## src/rtl/bus_fifo_slave.sv

```systemverilog
// Mailbox FIFO bus slave: DATA/STAT/CTRL/FLAG registers on addr[1:0],
// registered read data and an occupancy-threshold interrupt.
module bus_fifo_slave #(
  parameter int asize  = 7,
  parameter int DWIDTH = 8,
  parameter int DEPTH  = 8,
  parameter int THRESH = 4
) (
  input  logic              clk,
  input  logic              reset,
  input  logic [asize-1:0]  addr,
  input  logic [DWIDTH-1:0] wdata,
  input  logic              RE,
  input  logic              WE,
  output logic [DWIDTH-1:0] rdata,
  output logic              irq
);
  localparam int PW = (DEPTH > 1) ? $clog2(DEPTH) : 1;
  localparam int CW = PW + 1;

  logic [DWIDTH-1:0] r_mem [DEPTH];
  logic [PW-1:0]     r_wr_ptr, r_rd_ptr;
  logic [CW-1:0]     r_count;
  logic              r_ovf, r_unf;

  logic [1:0]        w_sel;
  logic              w_rd_data, w_wr_data, w_full, w_empty;
  logic              w_pop, w_push, w_flush, w_flag_rd;
  logic              w_ovf_evt, w_unf_evt;
  logic [CW-1:0]     w_count_nxt;
  logic [7:0]        w_stat8;
  logic [DWIDTH-1:0] w_rdata_nxt;
  logic              w_unused;

  // Upper address bits alias onto the four registers.
  assign w_unused  = ^addr[asize-1:2];
  assign w_sel     = addr[1:0];
  assign w_rd_data = RE && (w_sel == 2'd0);
  assign w_wr_data = WE && (w_sel == 2'd0);
  assign w_flag_rd = RE && (w_sel == 2'd3);
  assign w_flush   = WE && (w_sel == 2'd2) && wdata[0];
  assign w_full    = (r_count == CW'(DEPTH));
  assign w_empty   = (r_count == '0);
  assign w_pop     = w_rd_data && !w_empty;
  // A simultaneous pop frees the slot, so a push into a full FIFO is legal then.
  assign w_push    = w_wr_data && (!w_full || w_pop);
  assign w_ovf_evt = w_wr_data && !w_push;
  assign w_unf_evt = w_rd_data && w_empty;
  assign w_stat8   = {w_full, w_empty, irq, 5'(r_count)};

  always_comb begin
    w_count_nxt = r_count;
    if (w_flush)              w_count_nxt = '0;
    else if (w_push && !w_pop) w_count_nxt = r_count + CW'(1);
    else if (w_pop && !w_push) w_count_nxt = r_count - CW'(1);
  end

  always_comb begin
    w_rdata_nxt = '0;
    case (w_sel)
      2'd0:    w_rdata_nxt = w_pop ? r_mem[r_rd_ptr] : '0;
      2'd1:    w_rdata_nxt = DWIDTH'(w_stat8);
      2'd3:    w_rdata_nxt = DWIDTH'({r_unf, r_ovf});
      default: w_rdata_nxt = '0;
    endcase
  end

  // Storage is never cleared; the reset guard blocks a write on an edge during reset.
  always_ff @(posedge clk) begin
    if (reset && w_push) r_mem[r_wr_ptr] <= wdata;
  end

  always_ff @(posedge clk or negedge reset) begin
    if (!reset) begin
      r_wr_ptr <= '0;
      r_rd_ptr <= '0;
      r_count  <= '0;
      r_ovf    <= 1'b0;
      r_unf    <= 1'b0;
      rdata    <= '0;
      irq      <= 1'b0;
    end else begin
      if (w_flush) begin
        r_wr_ptr <= '0;
        r_rd_ptr <= '0;
      end else begin
        if (w_push) r_wr_ptr <= r_wr_ptr + PW'(1);
        if (w_pop)  r_rd_ptr <= r_rd_ptr + PW'(1);
      end
      r_count <= w_count_nxt;
      // A new event in the same cycle as the clearing read keeps the flag set.
      r_ovf   <= w_ovf_evt | (r_ovf & ~w_flag_rd);
      r_unf   <= w_unf_evt | (r_unf & ~w_flag_rd);
      if (RE) rdata <= w_rdata_nxt;
      irq     <= (w_count_nxt >= CW'(THRESH));
    end
  end

endmodule

```

## config.mk

```make
export PLATFORM = sky130hd
export DESIGN_NAME = bus_fifo_slave
export DESIGN_NICKNAME = d
export VERILOG_FILES = /design/src/rtl/bus_fifo_slave.sv
export SDC_FILE = /design/constraint.sdc
export NUM_CORES = 1
export LEC_CHECK = 0
export CAP_MARGIN = 20
export CORE_MARGIN = 2
export CORE_UTILIZATION = 57
export CTS_CLUSTER_SIZE = 16
export DETAILED_ROUTE_END_ITERATION = 8
export PLACE_DENSITY = 0.85
export SETUP_SLACK_MARGIN = 0.3
export SYNTH_ARGS = -nofsm -noshare
export SYNTH_HDL_FRONTEND = slang
export SYNTH_SLANG_ARGS = --single-unit
```

## constraint.sdc

```tcl
create_clock -name clk -period 3.3 [get_ports clk]
set_input_delay 0.66 -clock clk [delete_from_list [all_inputs] [get_ports clk]]
set_output_delay 0.66 -clock clk [all_outputs]
set_load 0.01 [all_outputs]
```

==> metrics.md <==
| Metric | Value |
|---|---|
| Top delay family on crit path | buffers and inverters |
| Post-Synthesis Cells | 229 |
| Adder-cell share of the synthesized area | 0.01727 |
| Worst Tran Pin Value | 797.6 ps |
| Multiplexer share of the synthesized area | 0.1298 |
| Max layer used | met4 |
| Hold Slack | 502.2 ps |
| Detailed Place HPWL | 4.613 mm |
| CTS Sinks | 85 |
| Switching power share of the total | 0.3033 |
| Status | finished clean |
| IO Pins | 28 |
| Power share of the sequential group | 0.499 |
| Unique masters post-synth | 42 |
| Syn nets | 253 |
| Max-Cap Viols | 0 |
| Clock transition at path regs | 90 ps |
| Combinational Power Share | 0.241 |
| Die area | 0.007011 mm² |
| Wire length on met2 | 3.422 mm |
| Post-synth EDFFs | 64 |
| Compound-Gate Fraction of Synth Area | 0.05387 |
| Initial core utilization | 0.5806 |
| Final hold violation count | 0 |
| Global-route wire length before repair | 10.94 mm |
| Die Wd | 83.73 µm |
| Maximum VDD drop | 0.5271 mV |
| RSZ-0062 raised after global routing | no |
| Core ar. | 0.006241 mm² |
| Int Power | 2.017 mW |
| Yosys warns | 0 |
| Endpoints failing setup | 0 |
| Hold_buf cts | 0 |
| Final Total Pwr | 2.896 mW |
| Main combinational cell family by area after synthesis | multiplexers |
| Tot GR Track Use | 0.2092 |
| Lkg Pwr | 1.459 nW |
| # fillers | 424 |
| CP endpoint kind | flip-flop |
| Worst Path Arrival | 2500 ps |
| Req. time, crit path | 3360 ps |
| Antenna cell count | 0 |
| Met3 routed WL | 348 µm |
| Routed via count | 2091 |
| Sequential share of the synthesized area | 0.6754 |
| Final core utilization | 0.6698 |
| Clock latency on the worst-skew pair | 350 ps |
| Final setup margin | 862.8 ps |
| Min-delay worst type | flip-flop to flip-flop |
| IO buf count | 22 |
| Share of cells above drive strength 1 | 0.1889 |
| Layout area overhead | 15.37% |
| Die H | 83.73 µm |
| CP max FO | 8 |
| Syn_area_per_cell | 15.82 µm² |
| Post-Synth Simple-Gate Area | 0.08149 |
| Grt total ovfl | 0 |
| Multi-input logic area | 0.001082 mm² |
| Cts repair resizes | 0 |
| Worst Setup Start Kind | input port |
| DRT antenna net count | 0 |
| Vias/cell | 6.026 |
| Reg area | 0.002447 mm² |
| Setup Total Neg Slack | 0 ps |
| Row count | 29 |
| Main synth FF type | edfxtp_1 |
| CTS tree | built |
| DRC | 0 |
| Setup WS pre-CTS | 519.2 ps |
| Pwr per Cell Area | 692.7 mW/mm² |
| Drt initial violations | 153 |
| Period minus WS final | 2437 ps |
| Tcrit/Tclk final | 0.7385 |
| Worst path slowest cell | clkdlybuf4s50_1 |
| WL/cell | 19.88 µm |
| Synth Area in XOR/XNOR | 0.01450 |
| Worst setup path category | input port to flip-flop |
| Final Max Slew Viols | 0 |
| Worst R2R Setup Slack | 940 ps |
| Placer Congestion | 0.8654 |
| Setup Fix Bufs, Post-CTS | 0 |
| Worst Path Buf+Inv | 3 |
| M1 WL | 2.948 mm |
| Synth Cell Area | 0.003623 mm² |
| Layout Nets | 289 |
| Clock Power Share | 0.261 |
| Inserted Clock Buffers | 9 |
| Max incr delay on CP | 620 ps |
| Clock buffer depth | 2 |
| Ys async rst share | 0.2471 |
| Vias in the first global route | 2069 |
| Worst clock skew | 5.201 ps |
| Top cell by count, worst path | buf_4 |
| Largest net degree at the start of global routing | 25 |
| CTS root buf | clkbuf_8 |
| Detailed-route wire length | 6.899 mm |
| Fmax achieved | 410.3 MHz |
| Number of H-tree levels | 3 |
| Crit path cell chain | clkdlybuf4s50_1 -> nor3b_1 -> buf_4 -> o21a_1 -> nand2_1 -> nor3_1 -> buf_4 |
| Switching power total | 878.4 µW |
| Initial antenna violation count | 0 |
| Max-slew headroom | 0.4683 |
| Pre-Repair DR Iteration Count | 4 |
| Synthesized flop and latch total | 85 |
## through the flow
stage,cell area [µm²],cells
floorplan,3623,229
global placement,3974,331
detailed placement,3974,331
CTS,4180,347
global route,4180,347
finish,4180,347
## power groups by stage
stage	clock network, mW	registers [mW]	logic (mW)
2_1_floorplan	0	1.36	0.568
3_3_place_gp	0	1.46	0.673
3_5_place_dp	0	1.47	0.698
4_1_cts	0.765	1.45	0.700
5_1_grt	0.801	1.47	0.763
6_report	0.755	1.44	0.697
## cells in the final DEF, fill, tap and decap left out, drive strengths merged, types with 2 or more instances in the layout
| master | n |
|---|---|
| nor2 | 13 |
| buf | 15 |
| xor2 | 2 |
| and3 | 2 |
| nand2 | 22 |
| a21oi | 4 |
| o21ai | 10 |
| clkbuf | 9 |
| o221ai | 3 |
| nor3 | 6 |
| nand2b | 2 |
| mux2i | 11 |
| nand3 | 4 |
| mux4 | 16 |
| clkdlybuf4s50 | 22 |
| edfxtp | 64 |
| a31oi | 2 |
| dfrtp | 21 |
| inv | 6 |
| nor4 | 3 |
| nor3b | 2 |
| nor2b | 3 |
| or3b | 2 |
| ha | 5 |
| xnor2 | 4 |
| clkinv | 4 |
## worst register-to-register path, stage by stage, from the launching register on
cell,delay [ps]
dfrtp_1,470
inv_1,110
ha_1,200
or3b_4,420
and3_1,260
a311o_1,370
a211oi_2,230
o21bai_1,200
## kinds of logic (layout without fill, tap and decap cells)
group,Yosys count,after routing
buf+inv,16,57
compound gates,29,29
flops,85,85
xor+xnor,6,6
mux,27,27
fa+ha+maj,5,5
simple gates,61,61
## layer usage
layer	track usage	vias to the layer above
li1	-	952
met1	0.2837	1052
met2	0.3280	72
met3	0.04154	15
met4	0.1026	0
met5	0	-
## area by class of cell
| class | instances | share of cell area |
|---|---|---|
| clock buffer | 9 | 0.02963 |
| inverter | 4 | 0.003592 |
| multi-input combinational | 128 | 0.2589 |
| tap | 77 | 0.02305 |
| sequential | 85 | 0.5855 |
| timing repair buffer | 37 | 0.07962 |
| clock inverter | 7 | 0.01975 |
## worst paths after layout
kind	startpoint	end	depth (start not counted)
worst max-delay path	WE	r_mem[5][1]$_DFFE_PP_	7
worst min-delay path	rdata[4]$_DFFE_PN0P_	rdata[4]$_DFFE_PN0P_	1
worst max register to register	r_count[1]$_DFF_PN0_	irq$_DFF_PN0_	7
worst min register to register	rdata[4]$_DFFE_PN0P_	rdata[4]$_DFFE_PN0P_	1
max in group asynchronous	reset	rdata[2]$_DFFE_PN0P_	2
min in group asynchronous	reset	r_wr_ptr[2]$_DFFE_PN0P_	2
## synthesized netlist by cell type (3+ instances only)
library cell | count | area [µm²]
nor4_1 | 3 | 18.77
edfxtp_1 | 64 | 1922
o21ai_0 | 9 | 45.04
nor2_1 | 13 | 48.80
mux2i_1 | 11 | 110.1
buf_6 | 4 | 45.04
nor3_1 | 6 | 30.03
clkbuf_1 | 3 | 11.26
mux4_2 | 16 | 360.4
nand3_1 | 4 | 20.02
nand2_1 | 22 | 82.58
xnor2_1 | 4 | 35.03
o221ai_1 | 3 | 26.28
inv_1 | 3 | 11.26
ha_1 | 5 | 62.56
nor2b_1 | 3 | 18.77
dfrtp_1 | 21 | 525.5
a21oi_1 | 4 | 20.02
## registers in the layout, summed over array words and instances (netlist names)
signal / count
r_wr_ptr: 3
rdata: 8
r_ovf: 1
r_rd_ptr: 3
r_unf: 1
r_count: 4
irq: 1
r_mem: 64
Power figures use the tool's default switching activity.
